==> config.mk <==
export PLATFORM = sky130hd
export DESIGN_NAME = frame_reorder
export DESIGN_NICKNAME = d
export VERILOG_FILES = /design/src/rtl/frame_reorder_pkg.sv /design/src/rtl/mr_digit_cnt.sv /design/src/rtl/frame_reorder.sv
export SDC_FILE = /design/constraint.sdc
export NUM_CORES = 1
export LEC_CHECK = 0
export ABC_AREA = 1
export CAP_MARGIN = 25
export CORE_MARGIN = 10
export CORE_UTILIZATION = 53
export DETAILED_ROUTE_END_ITERATION = 6
export DONT_BUFFER_PORTS = 1
export GPL_ROUTABILITY_DRIVEN = 0
export PLACE_DENSITY = 0.68
export SKIP_LAST_GASP = 1
export SYNTH_ARGS = -nofsm -noshare
export SYNTH_HDL_FRONTEND = slang
export SYNTH_SLANG_ARGS = --single-unit
==> constraint.sdc <==
create_clock -name clk -period 5.15 [get_ports clk]
set_input_delay 0.7725 -clock clk [delete_from_list [all_inputs] [get_ports clk]]
set_output_delay 0.7725 -clock clk [all_outputs]
set_load 0.02 [all_outputs]
==> src/rtl/frame_reorder_pkg.sv <==
// frame_reorder_pkg: modes, frame lengths and mixed-radix digit
// constants shared by the frame reorder buffer and its digit counter.
package frame_reorder_pkg;

    typedef enum logic [1:0] {M_ID, M_15, M_45, M_9} mode_t;
    typedef enum logic [1:0] {S_IDLE, S_FILL, S_DRAIN} state_t;

    localparam int N_15 = 15;
    localparam int N_45 = 45;
    localparam int N_9  = 9;
    localparam int N_ID = 64;

    // Per-mode digit maxima (radix-1), weights, and the
    // wrap spans s = w*(radix-1) subtracted when a digit rolls over.
    typedef struct packed {
        logic [5:0] m0;
        logic [5:0] m1;
        logic [5:0] m2;
        logic [5:0] w0;
        logic [5:0] w1;
        logic [5:0] w2;
        logic [5:0] s0;
        logic [5:0] s1;
    } mr_cfg_t;

    function automatic logic sel_legal(input logic [2:0] s);
        return s <= 3'd4;
    endfunction

    function automatic mode_t sel_to_mode(input logic [2:0] s);
        mode_t m;
        case (s)
            3'd2:    m = M_15;
            3'd3:    m = M_45;
            3'd4:    m = M_9;
            default: m = M_ID;
        endcase
        return m;
    endfunction

    function automatic logic [6:0] mode_len(input mode_t m);
        logic [6:0] n;
        case (m)
            M_15:    n = 7'(N_15);
            M_45:    n = 7'(N_45);
            M_9:     n = 7'(N_9);
            default: n = 7'(N_ID);
        endcase
        return n;
    endfunction

    function automatic mr_cfg_t mode_cfg(input mode_t m);
        mr_cfg_t c;
        c = '0;
        case (m)
            M_15: begin
                c.m0 = 6'd4; c.w0 = 6'd3; c.s0 = 6'd12;
                c.m1 = 6'd2; c.w1 = 6'd1; c.s1 = 6'd2;
            end
            M_45: begin
                c.m0 = 6'd2; c.w0 = 6'd15; c.s0 = 6'd30;
                c.m1 = 6'd2; c.w1 = 6'd5;  c.s1 = 6'd10;
                c.m2 = 6'd4; c.w2 = 6'd1;
            end
            M_9: begin
                c.m0 = 6'd2; c.w0 = 6'd3; c.s0 = 6'd6;
                c.m1 = 6'd2; c.w1 = 6'd1; c.s1 = 6'd2;
            end
            default: begin
                c.m0 = 6'd63; c.w0 = 6'd1; c.s0 = 6'd63;
            end
        endcase
        return c;
    endfunction

endpackage

==> src/rtl/mr_digit_cnt.sv <==
// mr_digit_cnt: three-digit mixed-radix counter producing perm(j).
// Ports: clk, rst (sync, high), clear, advance, mode -> raddr, last.
module mr_digit_cnt
    import frame_reorder_pkg::*;
#(
    parameter int AW = 6
) (
    input  logic          clk,
    input  logic          rst,
    input  logic          clear,
    input  logic          advance,
    input  mode_t         mode,
    output logic [AW-1:0] raddr,
    output logic          last
);

    mr_cfg_t       w_cfg;
    logic [5:0]    r_d0;
    logic [5:0]    r_d1;
    logic [5:0]    r_d2;
    logic [AW-1:0] r_addr;

    assign w_cfg = mode_cfg(mode);
    assign raddr = r_addr;
    assign last  = (r_d0 == w_cfg.m0) &&
                   (r_d1 == w_cfg.m1) &&
                   (r_d2 == w_cfg.m2);

    // The address tracks sum(d_i*w_i); a wrapping digit
    // subtracts its span before the carry adds the next weight.
    always_ff @(posedge clk) begin
        if (rst || clear) begin
            r_d0   <= '0;
            r_d1   <= '0;
            r_d2   <= '0;
            r_addr <= '0;
        end else if (advance) begin
            if (r_d0 != w_cfg.m0) begin
                r_d0   <= r_d0 + 6'd1;
                r_addr <= r_addr + AW'(w_cfg.w0);
            end else begin
                r_d0 <= '0;
                if (r_d1 != w_cfg.m1) begin
                    r_d1   <= r_d1 + 6'd1;
                    r_addr <= r_addr - AW'(w_cfg.s0)
                              + AW'(w_cfg.w1);
                end else begin
                    r_d1 <= '0;
                    if (r_d2 != w_cfg.m2) begin
                        r_d2   <= r_d2 + 6'd1;
                        r_addr <= r_addr - AW'(w_cfg.s0)
                                  - AW'(w_cfg.s1)
                                  + AW'(w_cfg.w2);
                    end else begin
                        r_d2   <= '0;
                        r_addr <= '0;
                    end
                end
            end
        end
    end

endmodule

==> src/rtl/frame_reorder.sv <==
// frame_reorder: stores a frame in natural order, emits input[perm(j)].
// Ports: clk, rst, sel, in_* / out_* handshakes, sel_err sticky flag.
// Option FRAME_REORDER_PINGPONG_EN: two banks, fill overlaps drain.
module frame_reorder
    import frame_reorder_pkg::*;
#(
    parameter int DW = 16,
    parameter int AW = 6
) (
    input  logic          clk,
    input  logic          rst,
    input  logic [2:0]    sel,
    input  logic          in_valid,
    output logic          in_ready,
    input  logic [DW-1:0] in_data,
    output logic          out_valid,
    input  logic          out_ready,
    output logic [DW-1:0] out_data,
    output logic          out_last,
    output logic          sel_err
);

`ifdef FRAME_REORDER_PINGPONG_EN
    localparam int MAW = AW + 1;
`else
    localparam int MAW = AW;
`endif

    state_t        r_state;
    logic [AW-1:0] r_wcnt;
    mode_t         r_wmode;
    mode_t         r_rmode;
    logic          r_sel_err;
    logic          r_rd_act;
    logic          r_rd_vld;
    logic          r_rd_last;
    logic [DW-1:0] r_rdata;
    logic [DW-1:0] r_q_data [2];
    logic [1:0]    r_q_last;
    logic [1:0]    r_q_cnt;
    logic [DW-1:0] r_mem [2**MAW];

    logic           w_acc;
    logic           w_wr;
    logic           w_fill_done;
    logic           w_rd_start;
    logic           w_issue;
    logic           w_pop;
    logic           w_cnt_last;
    logic [AW-1:0]  w_waddr;
    logic [AW-1:0]  w_raddr;
    logic [MAW-1:0] w_widx;
    logic [MAW-1:0] w_ridx;
    logic [6:0]     w_len;
    logic [2:0]     w_occ;
    mode_t          w_fmode;
    state_t         w_nxt_fill;

    assign in_ready  = ~rst & (r_state != S_DRAIN);
    assign out_valid = (r_q_cnt != 2'd0);
    assign out_data  = r_q_data[0];
    assign out_last  = r_q_last[0] & out_valid;
    assign sel_err   = r_sel_err;

    assign w_acc   = in_valid & in_ready;
    assign w_fmode = (r_state == S_IDLE) ? sel_to_mode(sel)
                                         : r_wmode;
    assign w_waddr = (r_state == S_IDLE) ? '0 : r_wcnt;
    assign w_len   = mode_len(w_fmode);
    assign w_wr    = w_acc &
                     ((r_state != S_IDLE) | sel_legal(sel));
    assign w_fill_done = w_wr &
                     (int'(w_waddr) == int'(w_len) - 1);

    // Reads are issued only while the skid plus the read in
    // flight can still absorb the result after this cycle's pop.
    assign w_pop   = out_valid & out_ready;
    assign w_occ   = {1'b0, r_q_cnt} + {2'b0, r_rd_vld}
                     - {2'b0, w_pop};
    assign w_issue = r_rd_act & (w_occ < 3'd2);

`ifdef FRAME_REORDER_PINGPONG_EN
    logic r_wbank;
    logic r_rbank;
    logic w_rd_busy;

    // A bank is free once its final read has been issued,
    // which lets the next frame start without a bubble.
    assign w_rd_busy  = r_rd_act & ~(w_issue & w_cnt_last);
    assign w_rd_start = ~w_rd_busy &
                        (w_fill_done | (r_state == S_DRAIN));
    assign w_nxt_fill = w_rd_start ? S_IDLE : S_DRAIN;
    assign w_widx     = {r_wbank, w_waddr};
    assign w_ridx     = {r_rbank, w_raddr};
`else
    logic w_out_fin;

    assign w_out_fin  = w_pop & out_last;
    assign w_rd_start = w_fill_done;
    assign w_nxt_fill = S_DRAIN;
    assign w_widx     = w_waddr;
    assign w_ridx     = w_raddr;
`endif

    mr_digit_cnt #(
        .AW(AW)
    ) u_cnt (
        .clk     (clk),
        .rst     (rst),
        .clear   (w_rd_start),
        .advance (w_issue),
        .mode    (r_rmode),
        .raddr   (w_raddr),
        .last    (w_cnt_last)
    );

    always_ff @(posedge clk) begin
        if (w_wr) begin
            r_mem[w_widx] <= in_data;
        end
        if (w_issue) begin
            r_rdata <= r_mem[w_ridx];
        end
    end

    always_ff @(posedge clk) begin
        if (rst) begin
            r_state   <= S_IDLE;
            r_wcnt    <= '0;
            r_wmode   <= M_ID;
            r_rmode   <= M_ID;
            r_sel_err <= 1'b0;
            r_rd_act  <= 1'b0;
`ifdef FRAME_REORDER_PINGPONG_EN
            r_wbank   <= 1'b0;
            r_rbank   <= 1'b0;
`endif
        end else begin
            if (w_rd_start) begin
                r_rd_act <= 1'b1;
                r_rmode  <= w_fmode;
`ifdef FRAME_REORDER_PINGPONG_EN
                r_rbank  <= r_wbank;
                r_wbank  <= ~r_wbank;
`endif
            end else if (w_issue & w_cnt_last) begin
                r_rd_act <= 1'b0;
            end
            case (r_state)
                S_IDLE: begin
                    if (w_acc) begin
                        if (!sel_legal(sel)) begin
                            r_sel_err <= 1'b1;
                        end else begin
                            r_wmode <= sel_to_mode(sel);
                            if (w_fill_done) begin
                                r_state <= w_nxt_fill;
                            end else begin
                                r_wcnt  <= AW'(1);
                                r_state <= S_FILL;
                            end
                        end
                    end
                end
                S_FILL: begin
                    if (w_wr) begin
                        if (w_fill_done) begin
                            r_wcnt  <= '0;
                            r_state <= w_nxt_fill;
                        end else begin
                            r_wcnt <= r_wcnt + AW'(1);
                        end
                    end
                end
                S_DRAIN: begin
`ifdef FRAME_REORDER_PINGPONG_EN
                    if (w_rd_start) begin
                        r_state <= S_IDLE;
                    end
`else
                    if (w_out_fin) begin
                        r_state <= S_IDLE;
                    end
`endif
                end
                default: r_state <= S_IDLE;
            endcase
        end
    end

    // Read pipeline and 2-entry output skid; entry 0 is the head.
    always_ff @(posedge clk) begin
        if (rst) begin
            r_rd_vld  <= 1'b0;
            r_rd_last <= 1'b0;
            r_q_cnt   <= 2'd0;
            r_q_last  <= 2'b00;
            r_q_data[0] <= '0;
            r_q_data[1] <= '0;
        end else begin
            r_rd_vld <= w_issue;
            if (w_issue) begin
                r_rd_last <= w_cnt_last;
            end
            case ({r_rd_vld, w_pop})
                2'b10: begin
                    if (r_q_cnt == 2'd0) begin
                        r_q_data[0] <= r_rdata;
                        r_q_last[0] <= r_rd_last;
                    end else begin
                        r_q_data[1] <= r_rdata;
                        r_q_last[1] <= r_rd_last;
                    end
                    r_q_cnt <= r_q_cnt + 2'd1;
                end
                2'b01: begin
                    r_q_data[0] <= r_q_data[1];
                    r_q_last[0] <= r_q_last[1];
                    r_q_cnt     <= r_q_cnt - 2'd1;
                end
                2'b11: begin
                    if (r_q_cnt == 2'd1) begin
                        r_q_data[0] <= r_rdata;
                        r_q_last[0] <= r_rd_last;
                    end else begin
                        r_q_data[0] <= r_q_data[1];
                        r_q_last[0] <= r_q_last[1];
                        r_q_data[1] <= r_rdata;
                        r_q_last[1] <= r_rd_last;
                    end
                end
                default: ;
            endcase
        end
    end

endmodule
======== After elaboration in Yosys (flattened, before gate mapping) ========
Memories as Yosys holds them, arrays and structs flattened. A register that Yosys moved wholly into a read port is not among the register bits.
Index checks and enable logic that the tools add are counted.
storage, ports and cells
  logic and storage cells ................. 177
  memories kept ........................... 2
  register bits after elaboration ......... 44
  input bits .............................. 23
  output and inout bits ................... 20
  RAM bits ................................ 1,056
cells by class
  $lt $le $gt $ge ......................... 2
  eq/ne operators ......................... 32
  reduce and logical (&&, ||, !) cells .... 23
  $add $sub $neg .......................... 14
  muxes and demuxes ....................... 69
  bitwise operators ....................... 20
memory list
  name      words  bits a word  read ports  clocked after Yosys merged registers in  write ports  RTL line             RTL
  r_mem     64     16           1           1                                        1            frame_reorder.sv:41  logic [DW-1:0] r_mem [2**MAW];
  r_q_data  2      16           2           0                                        2            frame_reorder.sv:38  logic [DW-1:0] r_q_data [2];
operators with widths
  operator             count
  $mux 16              6
  $mux 6               12
  $mux 1               30
  $add 6x1->6 const B  4
  $pmux 6 s2           2
  $pmux 7 s3           1
  $pmux 6 s3           1
  $mux 2               8
  $ne 2x2->1 const B   8
  $pmux 4 s2           2
  $eq 2x2->1 const B   7
  $pmux 2 s3           2
  $reduce_and 3->1     4
  $reduce_bool 2->1    6
  $eq 2x1->1 const B   5
  $reduce_and 5->1     2
  $and 1x1->1          9
  $eq 7x8->1           1
  $sub 7x1->8 const B  1
  $or 1x1->1           7
  $add 6x1->6          1
  $add 6x3->6          1
  $add 6x4->6          1
  $eq 3x2->1 const B   2
  29 further kinds     37

======== Logic depth before layout (Yosys ltp) ========
  depth after elaboration ................. 12
  gate-level depth with buffers ........... 22
  depth with buffers taken out ............ 18

======== By module ========
Synthesis repeated with hierarchy kept, for this count alone.
unflattened totals
  cell total of the unflattened synthesis .. 3,883
  area, all modules ....................... 46,047.9 um^2
by module, submodules not included
  module         instances  cells each  area an instance (um^2)  seq. area each (um^2)
  frame_reorder  1          3,588       44,052.2                 32,591.3
  mr_digit_cnt   1          295         1,995.7                  480.5

======== Worst setup path after synthesis ========
Ideal clock, no wire load.
  path type ............................... register to register
  start ................................... register r_q_cnt[1]
  end ..................................... register u_cnt.r_d0[4]
  path buffers ............................ 0
  period minus slack after synthesis ...... 3.482 ns
  path slack .............................. 1.668 ns
  setup time .............................. 0.114 ns
  stages on the path, launching flop included .. 17
  arrival time ............................ 3.368 ns
  required time ........................... 5.036 ns
  cells stage by stage .................... dfxtp_1 -> inv_1 -> ha_1 -> inv_1 -> nand2_1 -> inv_1 -> ha_1 -> or2_2 -> fa_1 -> nand2_1 -> a21oi_1 -> o21ai_1 -> clkinv_1 -> and3_1 -> nand2_1 -> xor2_1 -> nor2_1
on the way
  longest elaborated chain between the ends .. 5
  elaborated cells between the ends (all ways) .. 6
  those cells by class .................... add/sub: 2; order compare: 1; bitwise: 2; reduce/logical: 1
RTL lines
  item                      RTL line              RTL
  start: declaration        frame_reorder.sv:40   logic [1:0] r_q_cnt;
  start signal: assignment  frame_reorder.sv:214  r_q_cnt <= r_q_cnt + 2'd1;
  start signal: assignment  frame_reorder.sv:219  r_q_cnt <= r_q_cnt - 2'd1;
  $reduce_bool 2->1         frame_reorder.sv:60   assign out_valid = (r_q_cnt != 2'd0);
  via out_valid             frame_reorder.sv:16   output logic out_valid,
  $and 1x1->1               frame_reorder.sv:77   assign w_pop = out_valid & out_ready;
  $sub 3x1->3               frame_reorder.sv:79   - {2'b0, w_pop};
  $lt 3x2->1                frame_reorder.sv:80   assign w_issue = r_rd_act & (w_occ < 3'd2);
  $and 1x1->1               frame_reorder.sv:80
  via u_cnt.advance         mr_digit_cnt.sv:11    input logic advance,
  end signal: assignment    mr_digit_cnt.sv:39    r_d0 <= r_d0 + 6'd1;
  end: declaration          mr_digit_cnt.sv:18    logic [5:0] r_d0;
The timed path passes the listed nets, and every way through them passes these cells.
A chain may end at the register's enable or synchronous reset.

======== Worst setup path after layout ========
Same ends and word-level chain as after synthesis.

==> out/results.env <==
OUTCOME='finished clean'
WORST-PATH-MAX-FANOUT=22
DP.CELLS=4930
SYNTH_SEQ_AREA_SHARE=0.7164
FIN_CRIT_PS=4144
TOTAL_CTS_BUFFERS=109
PORT_BUFFERS=0
WORST_EP_REQUIRED_TIME_PS=5720
FIN_SKEW_PS=20.79
HOLD_BUFFERS=0
DETAIL-ROUTE-ANTENNA-NETS=0
SYNTHDOMINANTCELLAREASHARE=0.6973
WHS_PATH_DEPTH=1
COREAREA_UM2=86620
DIE_AREA_UM2=99300
FP-ROW-COUNT=108
TIMING.MAX_CAP.VIOLATIONS=0
NETLIST_TOP_CELLS_AREA='edfxtp_1 70%, o21ai_0 5.9%, nand2_1 5.6%'
R2R_SETUP_SLACK_PS=1010
START_UTIL=0.5329
FIRST_GLOBAL_VIAS=28631
POST_SYNTHESIS_NET_COUNT=3979
DRV_SLEW=0
REMAINING_DRC_ERRORS=0
CRITPATHKIND='flip-flop to flip-flop'
TIMING.HOLD.WORST_ENDPOINT='sel_err'
DETAILEDROUTE.FIRSTPASSITERATIONCOUNT=5
FIN_CRIT_SHARE=0.8046
FIN_TNS_SETUP_PS=0
CTS_MAX_LEVEL=3
ROUTEDWLPERCELL_UM=22.38
DETAILROUTE.VIA_COUNT=30358
DOMINANTREGCELLSYNTH='edfxtp_1'
R2R.WORST_PATH.CELLS=15
CLKSINKCOUNT=1116
CHIPHEIGHT_UM=315.1
MAX-VDD-IR-DROP_uV=292.0
AVGVIACOUNTPERCELL=5.920
MAXIMUM_FREQUENCY_FROM_STATIC_TIMING_ANALYSIS_GHz=0.2413
FINISH.UTILIZATION=0.5835
FINALHOLDVIOLCOUNT=0
HOLD_PATH.STARTPOINT='rst'
WORSTPATHARRIVAL_PS=4710
DPL-INSTANCE-AREA_UM2=47150
DP.FINAL_HPWL_UM=63380
CTS.CLK_SLEW.WORST_PATHS_PS=60
TIMING.MAX_SLEW.REL_SLACK=0.3507
GRT_PASS1_WL_UM=173600
LAYOUTNONFILLERINSTCOUNT=5128
POWER_LEAKAGE_nW=17.60
POWER.TOTAL_mW=17.68
START_KIND='flip-flop'
GRT_ANTENNA_BEFORE_REPAIR=2
DETAIL_ROUTE.WIRELENGTH_UM=114800
TRACK_USAGE=0.2274
SYN-CELL-AREA_UM2=46160
R2R-START='r_q_cnt[1]'
CHIPWIDTH_UM=315.1
CLKLATENCYLATEPIN_PS=690
DRT-INITIAL-DRC-COUNT=3924
NUMBER_OF_CELLS_PRODUCED_BY_SYNTHESIS=3925
CTSROOTBUFFERMASTER='clkbuf_16'
DIODES=0
CELLPOWERDENSITY_nW_PER_UM2=349.8
YOSYS_WARNINGS=0
NUMBER_OF_FLOPS_MAPPED_TO_ENABLE_CELLS_BY_YOSYS=1072
SYNTH_AREA_LEADER_CELL='edfxtp_1'
R2R-END='u_cnt.r_d0[4]'
LAYOUT-DRIVE-GT1-SHARE=0.07098
TRITONCTS='built'
FINALSETUPVIOLATIONS=0
CLOCK_PATH_BUFFERS=3
CRITICAL_PATH.ENDPOINT_TYPE='flip-flop'
LAYOUT-AREA-OVERHEAD-VS-SYNTH_PCT=9.486
TIGHTESTPINTRANSITION_PS=974.0
CTS-RESIZED-GATES=0
WORST_HOLD_PATH_TYPE='primary input to flip-flop'
RSZ0062_AT_GRT='false'
YOSYS_REGISTER_BITS=1116
SYNTH.AVG_CELL_AREA_UM2=11.76
YOSYS.CELL_TYPES.COUNT=42
GRT_START_MAX_NET_PINS=202
TOTAL_SETUP_BUFFERS_INSERTED_AFTER_CTS=0
NUM-NETS-FINAL=3940
FIN_AREA_UM2=50540
IOS=43
GR-TOTAL-OVERFLOW=0
ASYNCSETRESETFLOPFRACSYNTH=0
## cells in the mapped netlist (3+ instances only)
cell and number:
ha_1 28, nand4_1 9, buf_4 27, a21oi_2 3, dfxtp_1 44, nand3_1 173
inv_2 5, nor2_1 633, inv_4 3, o22ai_1 240, a21oi_1 64, buf_2 49
fa_1 3, clkbuf_1 136, xnor2_1 6, buf_1 13, o21ai_0 542, nor3_1 11
inv_1 95, o21ai_1 11, nor2_2 8, or2_2 4, edfxtp_1 1072, buf_6 22
nand2_1 686, xor2_1 17
## cells in the final DEF, fill, tap and decap left out, types with 9 or more instances in the layout
cell	n
nand2_1	686
o22ai_1	240
clkinv_1	29
nand4_1	9
buf_4	96
clkbuf_1	24
nor2_1	633
edfxtp_1	1072
dfxtp_1	40
o21ai_0	542
a21oi_1	64
clkinv_2	18
nand3_1	173
ha_1	28
o21ai_1	11
xor2_1	17
clkbuf_16	111
nor3_1	11
inv_1	93
## critical path: stages, from the launching register on
cell      delay, ps
dfxtp_1         350
inv_1           110
ha_1            250
inv_1           220
nand2_1         150
inv_1           140
ha_1            240
or2_2           310
fa_1            420
o21ai_1         750
clkinv_1        310
buf_4           310
and3_1          190
nand2_1          70
xor2_1          150
nor2_1           50
## power by group
part           total, mW  switching, mW  internal, mW
Sequential          9.96         0.0125          9.95
Combinational     0.0771         0.0582        0.0189
Clock               7.64           3.30          4.34
Total               17.7           3.37          14.3
## cells by family after synthesis
group | after synthesis | synth area share
simple gates | 1536 | 0.1325
flops | 1116 | 0.7164
compound gates | 864 | 0.1007
buf+inv | 354 | 0.03689
fa+ha+maj | 31 | 0.008890
xor+xnor | 23 | 0.004364
mux | 1 | 0.0002168
## worst max path at each step
stage | start | depth (start not counted) | endpoint | slack [ps]
finish | r_q_cnt[1] | 15 | u_cnt.r_d0[4] | 1010
global route | r_q_cnt[1] | 15 | u_cnt.r_d0[4] | 650
CTS | r_q_cnt[1] | 15 | u_cnt.r_d0[4] | 990
detailed placement | r_q_cnt[1] | 15 | u_cnt.r_d0[4] | 1010
global placement | r_q_cnt[1] | 15 | u_cnt.r_d0[4] | 1130
floorplan | r_q_cnt[1] | 16 | u_cnt.r_d0[4] | 1670
## layout make-up
class,count,area [um^2]
clock buffer,136,2882
clock inverter,62,515.5
fill,6890,36080
inverter,104,419.2
multi-input combinational,2455,11390
sequential,1116,33080
tap,1155,1445
timing repair buffer,100,808.3
## sequential cells by signal, indices dropped and copies added, names as in the netlist, 2 cells and up
register	count
r_mem	1024
r_q_data	32
r_rdata	16
r_wcnt	6
u_cnt.r_d0	6
u_cnt.r_d1	6
u_cnt.r_d2	6
u_cnt.raddr	6
r_q_cnt	2
r_q_last	2
r_rmode	2
r_state	2
r_wmode	2
## metrics by stage
step	worst slack, ps	hold slack [ps]
floorplan	1668	439.0
global placement	1130	452.7
detailed placement	1007	467.6
CTS	991.5	121.0
global route	654.8	124.8
finish	1006	166.3
## per-layer routing
layer  part of all wire  vias up  global-route usage
met2               0.47     1382              0.3608
met3              0.088      219             0.04171
met5                  0        -                   0
met4              0.036        0             0.08717
met1               0.41    14824              0.3103
li1                   -    13933                   -
(Power assumes the default switching activity.)
